[src/rtl/uart_tx_serializer_pkg.sv]
// rtl/uart_tx_serializer_pkg.sv - shared UART constants and FSM state encoding
package uart_tx_serializer_pkg;

  localparam int DATA_BITS  = 8;
  localparam int CPB_NORMAL = 5000;
  localparam int CPB_FORMAL = 8;

`ifdef FORMAL
  localparam int CPB_DEFAULT = CPB_FORMAL;
`else
  localparam int CPB_DEFAULT = CPB_NORMAL;
`endif

  // Index of the last data bit; the DATA->STOP move happens when this bit's timer wraps.
  localparam logic [2:0] LAST_BIT_IDX = 3'(DATA_BITS - 1);

  typedef enum logic [1:0] {
    ST_IDLE  = 2'd0,
    ST_START = 2'd1,
    ST_DATA  = 2'd2,
    ST_STOP  = 2'd3
  } uart_state_e;

endpackage

[src/rtl/tx_bit_timer.sv]
// rtl/tx_bit_timer.sv - per-bit cycle counter producing a one-cycle bit_done strobe
module tx_bit_timer #(
  parameter int CLOCKS_PER_BIT = 8
) (
  input  logic clk,
  input  logic reset,
  input  logic clear,
  input  logic enable,
  output logic bit_done
);

  localparam int            CW   = (CLOCKS_PER_BIT > 1) ? $clog2(CLOCKS_PER_BIT) : 1;
  localparam logic [CW-1:0] LAST = CW'(CLOCKS_PER_BIT - 1);

  logic [CW-1:0] count_q;
  logic [CW-1:0] count_d;

  // Next count: held at zero while idle or on a new handshake, otherwise 0..CPB-1 and wrap.
  always_comb begin
    count_d = count_q;
    if (clear || !enable) begin
      count_d = '0;
    end else if (count_q == LAST) begin
      count_d = '0;
    end else begin
      count_d = count_q + CW'(1);
    end
  end

  // Counter register.
  always_ff @(posedge clk or posedge reset) begin
    if (reset) begin
      count_q <= '0;
    end else begin
      count_q <= count_d;
    end
  end

  // The counter always returns to zero after LAST, so this strobe cannot repeat back to back.
  assign bit_done = enable && (count_q == LAST);

`ifdef FORMAL
  logic bit_done_prev_q;

  // Single-pulse property on bit_done.
  always_ff @(posedge clk or posedge reset) begin
    if (reset) begin
      bit_done_prev_q <= 1'b0;
    end else begin
      bit_done_prev_q <= bit_done;
      assert (!(bit_done && bit_done_prev_q));
    end
  end
`endif

endmodule

[src/rtl/uart_tx_serializer.sv]
// rtl/uart_tx_serializer.sv - 8N1 UART transmitter with valid/ready byte intake
module uart_tx_serializer
  import uart_tx_serializer_pkg::*;
#(
  parameter int CLOCKS_PER_BIT = CPB_DEFAULT
) (
  input  logic       clk,
  input  logic       reset,
  input  logic [7:0] tx_data,
  input  logic       tx_valid,
  output logic       tx_ready,
  output logic       tx_serial,
  output logic       tx_busy
);

  uart_state_e state_q, state_d;
  logic [7:0]  shift_q, shift_d;
  logic [2:0]  idx_q, idx_d;
  logic        tx_serial_q, tx_serial_d;
  logic        tx_ready_q, tx_ready_d;
  logic        tx_busy_q, tx_busy_d;

  logic        handshake;
  logic        bit_done;

  // tx_ready_q is high exactly in IDLE, so it doubles as the acceptance qualifier.
  assign handshake = tx_valid && tx_ready_q;

  tx_bit_timer #(
    .CLOCKS_PER_BIT(CLOCKS_PER_BIT)
  ) u_bit_timer (
    .clk     (clk),
    .reset   (reset),
    .clear   (handshake),
    .enable  (state_q != ST_IDLE),
    .bit_done(bit_done)
  );

  // Next-state, shift register, bit index, and line/handshake outputs derived from the next state.
  always_comb begin
    state_d = state_q;
    shift_d = shift_q;
    idx_d   = idx_q;

    case (state_q)
      ST_IDLE: begin
        if (handshake) begin
          state_d = ST_START;
          shift_d = tx_data;
        end
      end
      ST_START: begin
        if (bit_done) begin
          state_d = ST_DATA;
          idx_d   = 3'd0;
        end
      end
      ST_DATA: begin
        if (bit_done) begin
          if (idx_q == LAST_BIT_IDX) begin
            state_d = ST_STOP;
          end else begin
            shift_d = {1'b0, shift_q[7:1]};
            idx_d   = idx_q + 3'd1;
          end
        end
      end
      ST_STOP: begin
        if (bit_done) begin
          state_d = ST_IDLE;
        end
      end
      default: state_d = ST_IDLE;
    endcase

    // Outputs are computed from the next state so the flops present them in the same cycle the state is entered.
    tx_serial_d = 1'b1;
    tx_ready_d  = 1'b0;
    tx_busy_d   = 1'b1;
    case (state_d)
      ST_IDLE: begin
        tx_ready_d = 1'b1;
        tx_busy_d  = 1'b0;
      end
      ST_START: tx_serial_d = 1'b0;
      ST_DATA:  tx_serial_d = shift_d[0];
      ST_STOP:  tx_serial_d = 1'b1;
      default:  tx_serial_d = 1'b1;
    endcase
  end

  // FSM and output registers; reset forces an idle-high line immediately.
  always_ff @(posedge clk or posedge reset) begin
    if (reset) begin
      state_q     <= ST_IDLE;
      shift_q     <= 8'h00;
      idx_q       <= 3'd0;
      tx_serial_q <= 1'b1;
      tx_ready_q  <= 1'b1;
      tx_busy_q   <= 1'b0;
    end else begin
      state_q     <= state_d;
      shift_q     <= shift_d;
      idx_q       <= idx_d;
      tx_serial_q <= tx_serial_d;
      tx_ready_q  <= tx_ready_d;
      tx_busy_q   <= tx_busy_d;
    end
  end

  assign tx_serial = tx_serial_q;
  assign tx_ready  = tx_ready_q;
  assign tx_busy   = tx_busy_q;

`ifdef FORMAL
  // Idle line must be high and ready/busy are mutually exclusive.
  always_ff @(posedge clk) begin
    if (!reset) begin
      if (tx_ready_q) assert (tx_serial_q);
      assert (!(tx_ready_q && tx_busy_q));
    end
  end
`endif

endmodule

[config.mk]
export PLATFORM = sky130hd
export DESIGN_NAME = uart_tx_serializer
export DESIGN_NICKNAME = d
export VERILOG_FILES = /design/src/rtl/uart_tx_serializer_pkg.sv /design/src/rtl/tx_bit_timer.sv /design/src/rtl/uart_tx_serializer.sv
export SDC_FILE = /design/constraint.sdc
export NUM_CORES = 1
export LEC_CHECK = 0
export BUFFER_PORTS_ARGS = -buffer_cell sky130_fd_sc_hd__clkbuf_2
export CORE_MARGIN = 1.5
export CORE_UTILIZATION = 30
export CTS_CLUSTER_SIZE = 12
export DETAILED_ROUTE_END_ITERATION = 10
export GPL_ROUTABILITY_DRIVEN = 0
export PLACE_DENSITY = 0.44
export SLEW_MARGIN = 0
export SYNTH_ARGS = -nofsm -noshare
export SYNTH_HDL_FRONTEND = slang
export SYNTH_SLANG_ARGS = --single-unit
[constraint.sdc]
create_clock -name clk -period 1.8 [get_ports clk]
set_input_delay 0.36 -clock clk [delete_from_list [all_inputs] [get_ports clk]]
set_output_delay 0.36 -clock clk [all_outputs]
set_load 0.01 [all_outputs]
==> impl_metrics.py, run 1 <==
metrics = {
    "setup_path": {
        "slowest_stage": "dfrtp_1",
        "reg2reg_slack_ps": 120,
        "rr_worst_depth": 7,
        "critPathCaptureType": "flip-flop",
        "regToRegStartpoint": "u_bit_timer.count_q[1]",
        "worstPathArrival_ps": 1890,
        "critPathTopFamily": "simple AND/OR/NAND/NOR gates",
        "reg2reg_to": "tx_serial",
        "crit_required_ps": 2000,
        "path_max_fanout": 9,
        "worst-path-buf-inv": 1,
        "critPathKind": "reg2reg",
        "critPathMaxStageDelay_ps": 410,
        "crit_path_cell_trace": "ha_1 > and4b_1 > and4_1 > buf_12 > nor2_8 > nand2_2 > a32oi_2",
        "startpoint_type": "flip-flop",
    },
    "sta": {
        "rsz0062_at_grt": "false",
        "max_slew_margin_pct": 59.9,
        "period_minus_slack_ps": 1680,
        "finalSetupViolCount": 0,
        "tightest_slew_ps": 600,
        "holdWs_ps": 125,
        "fin_skew_ps": 6.60,
        "tns_ps": 0,
        "hold_violations": 0,
        "fmax_ghz": 0.594,
        "maxSlewViolCount": 0,
        "post-route-period-util_pct": 93.6,
    },
    "floorplan": {
        "dieArea_um2": 5240,
        "rows": 25,
        "floorplan.initialDensity_pct": 30.8,
        "die_h_um": 72.4,
        "ioPinCount": 14,
        "die_w_um": 72.4,
        "core_um2": 4690,
    },
    "clock_network": {
        "clk_latency_ps": 280,
        "cts_made_buffers": 5,
        "cts_root_buffer": "clkbuf_8",
        "cts_tree": "built",
        "clkTransAtPathRegs_ps": 60,
        "cts_htree_levels": 2,
        "clock_path_buffers": 2,
        "clock-sinks": 29,
    },
    "flow_run": {
        "cap_violations": 0,
    },
    "routing": {
        "wl_per_cell_um": 12.8,
        "via_count": 1082,
        "drt_pass1_iterations": 4,
        "ant_nets": 0,
        "viasPerCell": 4.96,
        "drtIter0Drc": 61,
        "route.detailed.drc": 0,
        "postRouteWirelength_um": 2790,
    },
    "finish": {
        "antennaDiodeCount": 0,
        "final_cell_mix": "dfrtp_1 (27), nand2_1 (23), nor2_1 (17)",
        "fin_nets": 177,
        "final_common_cell": "dfrtp_1",
        "synthToLayoutAreaGrowth_pct": 20.3,
        "finalNonFillerCells": 218,
        "drive_above_1_share_pct": 26.8,
    },
    "synth": {
        "synth_ff_type": "dfrtp_1",
        "synth_area_um2": 1450,
        "yosysSeqAreaShare_pct": 50.4,
        "synth_top_cell_by_area": "dfrtp_1",
        "syn_nets": 152,
        "synth_cell_types": 36,
        "avgSynthCellArea_um2": 10.5,
        "synth_top_area_share_pct": 46.8,
        "synth_top_cells_by_area": "dfrtp_1 (47%), nand2_1 (6.0%), nor2_1 (4.4%), xor2_1 (4.2%), a22oi_1 (4.2%)",
        "yosys_warnings": 0,
        "synth-seq-cells": 29,
        "synth_edf_count": 0,
        "synthCells": 138,
        "async_flop_share_pct": 100,
    },
    "grt": {
        "grtUsageTotal_pct": 12.3,
        "grt_max_degree": 30,
        "grt_first_pass_wirelength_um": 4830,
        "grt_overflow": 0,
        "antenna_found_initial": 0,
        "grt_pass1_vias": 1087,
    },
    "power_and_ir_drop": {
        "total_power_uw": 1600,
        "ir_drop_uv": 428,
        "leakage_uw": 0.000850,
        "p_per_area_nw_per_um2": 923,
    },
    "placed_design": {
        "dp_hpwl_um": 1980,
        "dp_cells": 209,
        "portBuffers": 13,
    },
    "run_status": {
        "status": "finished clean",
    },
    "worst_hold_path": {
        "hold_path_class": "in2async",
    },
}
==> final cells by class <==
class	instances	area [µm²]
clock buffer	7	96.3
clock inverter	1	5.00
fill	480	2950
inverter	5	18.8
multi-input combinational	100	678
sequential	29	728
tap	54	67.6
timing repair buffer	22	145
==> flip-flops by register name (all words and copies together) (netlist names) <==
| name | flops |
|---|---|
| tx_ready | 1 |
| idx_q | 3 |
| state_q | 2 |
| tx_serial | 1 |
| tx_busy | 1 |
| shift_q | 8 |
| u_bit_timer.count_q | 13 |
==> power by group <==
group	internal [µW]	total, µW	switching, µW
clock	345	584	239
combinational	98.8	189	90.2
sequential	727	832	105
==> worst max-delay path by stage <==
stage | start | to | slack [ps] | depth (start not counted)
floorplan | u_bit_timer.count_q[0] | tx_serial | 150 | 6
global placement | idx_q[0] | tx_serial | 100 | 8
detailed placement | idx_q[0] | shift_q[0] | 80 | 8
CTS | idx_q[0] | shift_q[0] | 70 | 8
global route | u_bit_timer.count_q[4] | idx_q[0] | 1 | 5
finish | u_bit_timer.count_q[1] | tx_serial | 120 | 7
==> worst min-delay path, cell delays in order <==
cell and delay (ps):
clkbuf_2 80, inv_1 40, buf_4 340
==> cell usage after synthesis, types with 2 or more instances <==
cell,number
a21oi_1,2
a22oi_1,8
and3_2,2
and4_1,2
buf_2,2
dfrtp_1,27
dfstp_2,2
ha_1,3
inv_1,5
nand2_1,23
nand3_1,6
nand4_1,2
nor2_1,17
o21ai_0,4
o21ai_1,2
xnor2_1,5
xor2_1,7
==> repair_timing <==
| action | CTS | global route |
|---|---|---|
| buffers inserted | 0 | 1 |
| endpoints found under the setup margin | 0 | 8 |
| resized for setup | 0 | 1 |
| hold buffers | 0 | 0 |
==> cells by family after synthesis <==
| logic type | count (synthesis) | share of synthesized area (%) |
|---|---|---|
| and+or+nand+nor | 62 | 24.1 |
| muxes | 1 | 0.693 |
| adders and majority gates | 3 | 2.60 |
| DFF | 29 | 50.4 |
| buffers and inverters | 9 | 3.03 |
| AOI/OAI and AO/OA | 22 | 11.9 |
| xor gates and xnor gates | 12 | 7.27 |
==> stage by stage <==
step                      cell area [µm²]  util [%]  worst slack, ps
after floorplan                      1450         -              153
after global placement               1630      34.6             96.2
after detailed placement             1630      34.6             83.4
after CTS                            1730      36.8             74.7
after global routing                 1740      37.1             1.34
final                                1740      37.1              116
==> routing by layer <==
layer | share of wire (%) | up-vias | wire length, µm | GRT usage (%)
met1 | 44 | 510 | 1240 | 14.2
li1 | - | 529 | - | -
met5 | 0 | - | 0 | 0
met3 | 5.5 | 10 | 154 | 5.56
met4 | 2.3 | 0 | 65 | 6.29
met2 | 48 | 33 | 1330 | 19.3
(Power assumes the default switching activity.)
==> run 2: changes to the inputs <==
- CORE_ASPECT_RATIO: unset -> 1.75
==> impl_metrics.py, run 2 (synthesized netlist as in run 1, its figures left out) <==
metrics = {
    "setup_path": {
        "slowest_stage": "dfrtp_1",
        "critPathKind": "reg2reg",
        "startpoint_type": "flip-flop",
        "critPathMaxStageDelay_ps": 410,
        "crit_top_cell": "ha_1",
        "worstPathArrival_ps": 1890,
        "critPathTopFamily": "simple AND/OR/NAND/NOR gates",
        "crit_path_cell_trace": "ha_1 > ha_1 > nor3b_1 > and4_1 > buf_12 > nor2_8 > nand2_2 > a32oi_2",
        "worst-path-buf-inv": 1,
        "crit_required_ps": 1990,
        "path_max_fanout": 9,
        "critPathCaptureType": "flip-flop",
    },
    "floorplan": {
        "die_w_um": 55.5,
        "ioPinCount": 14,
        "rows": 33,
        "dieArea_um2": 5260,
        "die_h_um": 94.8,
        "floorplan.initialDensity_pct": 31.0,
        "core_um2": 4670,
    },
    "routing": {
        "via_count": 1076,
        "viasPerCell": 4.96,
        "postRouteWirelength_um": 3030,
        "route.detailed.drc": 0,
        "drt_pass1_iterations": 4,
        "ant_nets": 0,
        "drtIter0Drc": 48,
        "wl_per_cell_um": 13.9,
    },
    "sta": {
        "post-route-period-util_pct": 94.3,
        "fmax_ghz": 0.589,
        "fin_skew_ps": 5.70,
        "finalSetupViolCount": 0,
        "hold_violations": 0,
        "max_slew_margin_pct": 60.8,
        "tns_ps": 0,
        "tightest_slew_ps": 586,
        "rsz0062_at_grt": "false",
        "period_minus_slack_ps": 1700,
        "maxSlewViolCount": 0,
    },
    "power_and_ir_drop": {
        "p_seq_share_pct": 52.6,
        "p_per_area_nw_per_um2": 904,
        "p_sw_uw": 428,
        "leakage_uw": 0.000851,
        "switching_share_pct": 27.2,
        "clockPowerShare_pct": 34.5,
        "ir_drop_uv": 539,
        "combPwrFrac_pct": 12.9,
        "internal_power_uw": 1150,
    },
    "grt": {
        "grt_max_degree": 18,
        "antenna_found_initial": 0,
        "grt_overflow": 0,
        "grt_pass1_vias": 1105,
        "grtUsageTotal_pct": 12.4,
        "grt_first_pass_wirelength_um": 4960,
    },
    "finish": {
        "final_cell_mix": "dfrtp_1 (27), nand2_1 (23), nor2_1 (17)",
        "drive_above_1_share_pct": 25.5,
        "antennaDiodeCount": 0,
        "max_flop_register": "u_bit_timer.count_q",
        "top_regs": "u_bit_timer.count_q x13, shift_q x8, idx_q x3",
        "finalNonFillerCells": 217,
        "final_common_cell": "dfrtp_1",
        "fin_nets": 178,
        "synthToLayoutAreaGrowth_pct": 20.4,
        "largest_reg_flops": 13,
    },
    "clock_network": {
        "cts_tree": "built",
        "clk_latency_ps": 280,
        "clock_path_buffers": 2,
        "cts_hold_buf": 0,
        "clkTransAtPathRegs_ps": 60,
        "postCtsSetupRepairBufs": 0,
        "clock-sinks": 29,
        "cts_made_buffers": 5,
        "cts_htree_levels": 2,
        "cts_resized": 0,
        "cts_root_buffer": "clkbuf_8",
    },
    "worst_hold_path": {
        "hold_path_class": "in2async",
    },
    "run_status": {
        "status": "finished clean",
    },
    "placed_design": {
        "dp_hpwl_um": 2310,
        "portBuffers": 13,
        "dp_cells": 208,
    },
    "flow_run": {
        "cap_violations": 0,
    },
}
[run 2: changes by cell type in the layout (fill, tap and decap cells not counted)]
cell	change
buf_12	+1
clkbuf_1	+2
clkbuf_8	-1
clkinv_2	-1
nor3b_1	+1
nor3b_2	-1
[run 2: per-layer routing]
layer / track usage, % / routed length (µm) / share of wire, %
met1: 10.8 / 1030 / 34
met4: 6.71 / 77 / 2.5
met5: 0 / 0 / 0
met2: 24.6 / 1840 / 61
met3: 3.42 / 79 / 2.6
[run 2: power by group through the flow]
| stage | sequential [µW] | combinational (µW) | clock [µW] |
|---|---|---|---|
| 6_report | 828 | 203 | 542 |
| 5_1_grt | 839 | 235 | 582 |
| 4_1_cts | 830 | 208 | 567 |
| 3_5_place_dp | 841 | 205 | 0 |
| 3_3_place_gp | 840 | 205 | 0 |
| 2_1_floorplan | 817 | 142 | 0 |
[run 2: cell type report]
| class | count | area [µm²] |
|---|---|---|
| clock buffer | 8 | 90.1 |
| sequential | 29 | 728 |
| fill | 483 | 2930 |
| multi-input combinational | 100 | 673 |
| tap | 52 | 65.1 |
| inverter | 5 | 18.8 |
| timing repair buffer | 23 | 165 |
[run 2: through the flow]
| stage | hold slack, ps | area, µm² | setup slack, ps | util [%] | total power (µW) |
|---|---|---|---|---|---|
| final | 108 | 1740 | 103 | 37.3 | 1570 |
| after global routing | 148 | 1740 | 0.00622 | 37.3 | 1660 |
| after CTS | 128 | 1730 | 71.0 | 37.1 | 1610 |
| after detailed placement | 427 | 1640 | 84.3 | 35.2 | 1050 |
| after global placement | 410 | 1640 | 96.1 | 35.2 | 1040 |
| after floorplan | 437 | 1450 | 153 | - | 958 |
[run 2: final timing paths]
| path | startpoint | endpoint | cells after the start | slack [ps] |
|---|---|---|---|---|
| max | idx_q[1] | tx_serial | 8 | 100 |
| min | reset | shift_q[5] | 2 | 110 |
| max reg2reg | idx_q[1] | tx_serial | 8 | 100 |
| min reg2reg | shift_q[4] | shift_q[4] | 2 | 480 |
| max in group asynchronous | reset | u_bit_timer.count_q[11] | 3 | 1200 |
| min in group clk | tx_data[7] | shift_q[7] | 3 | 280 |
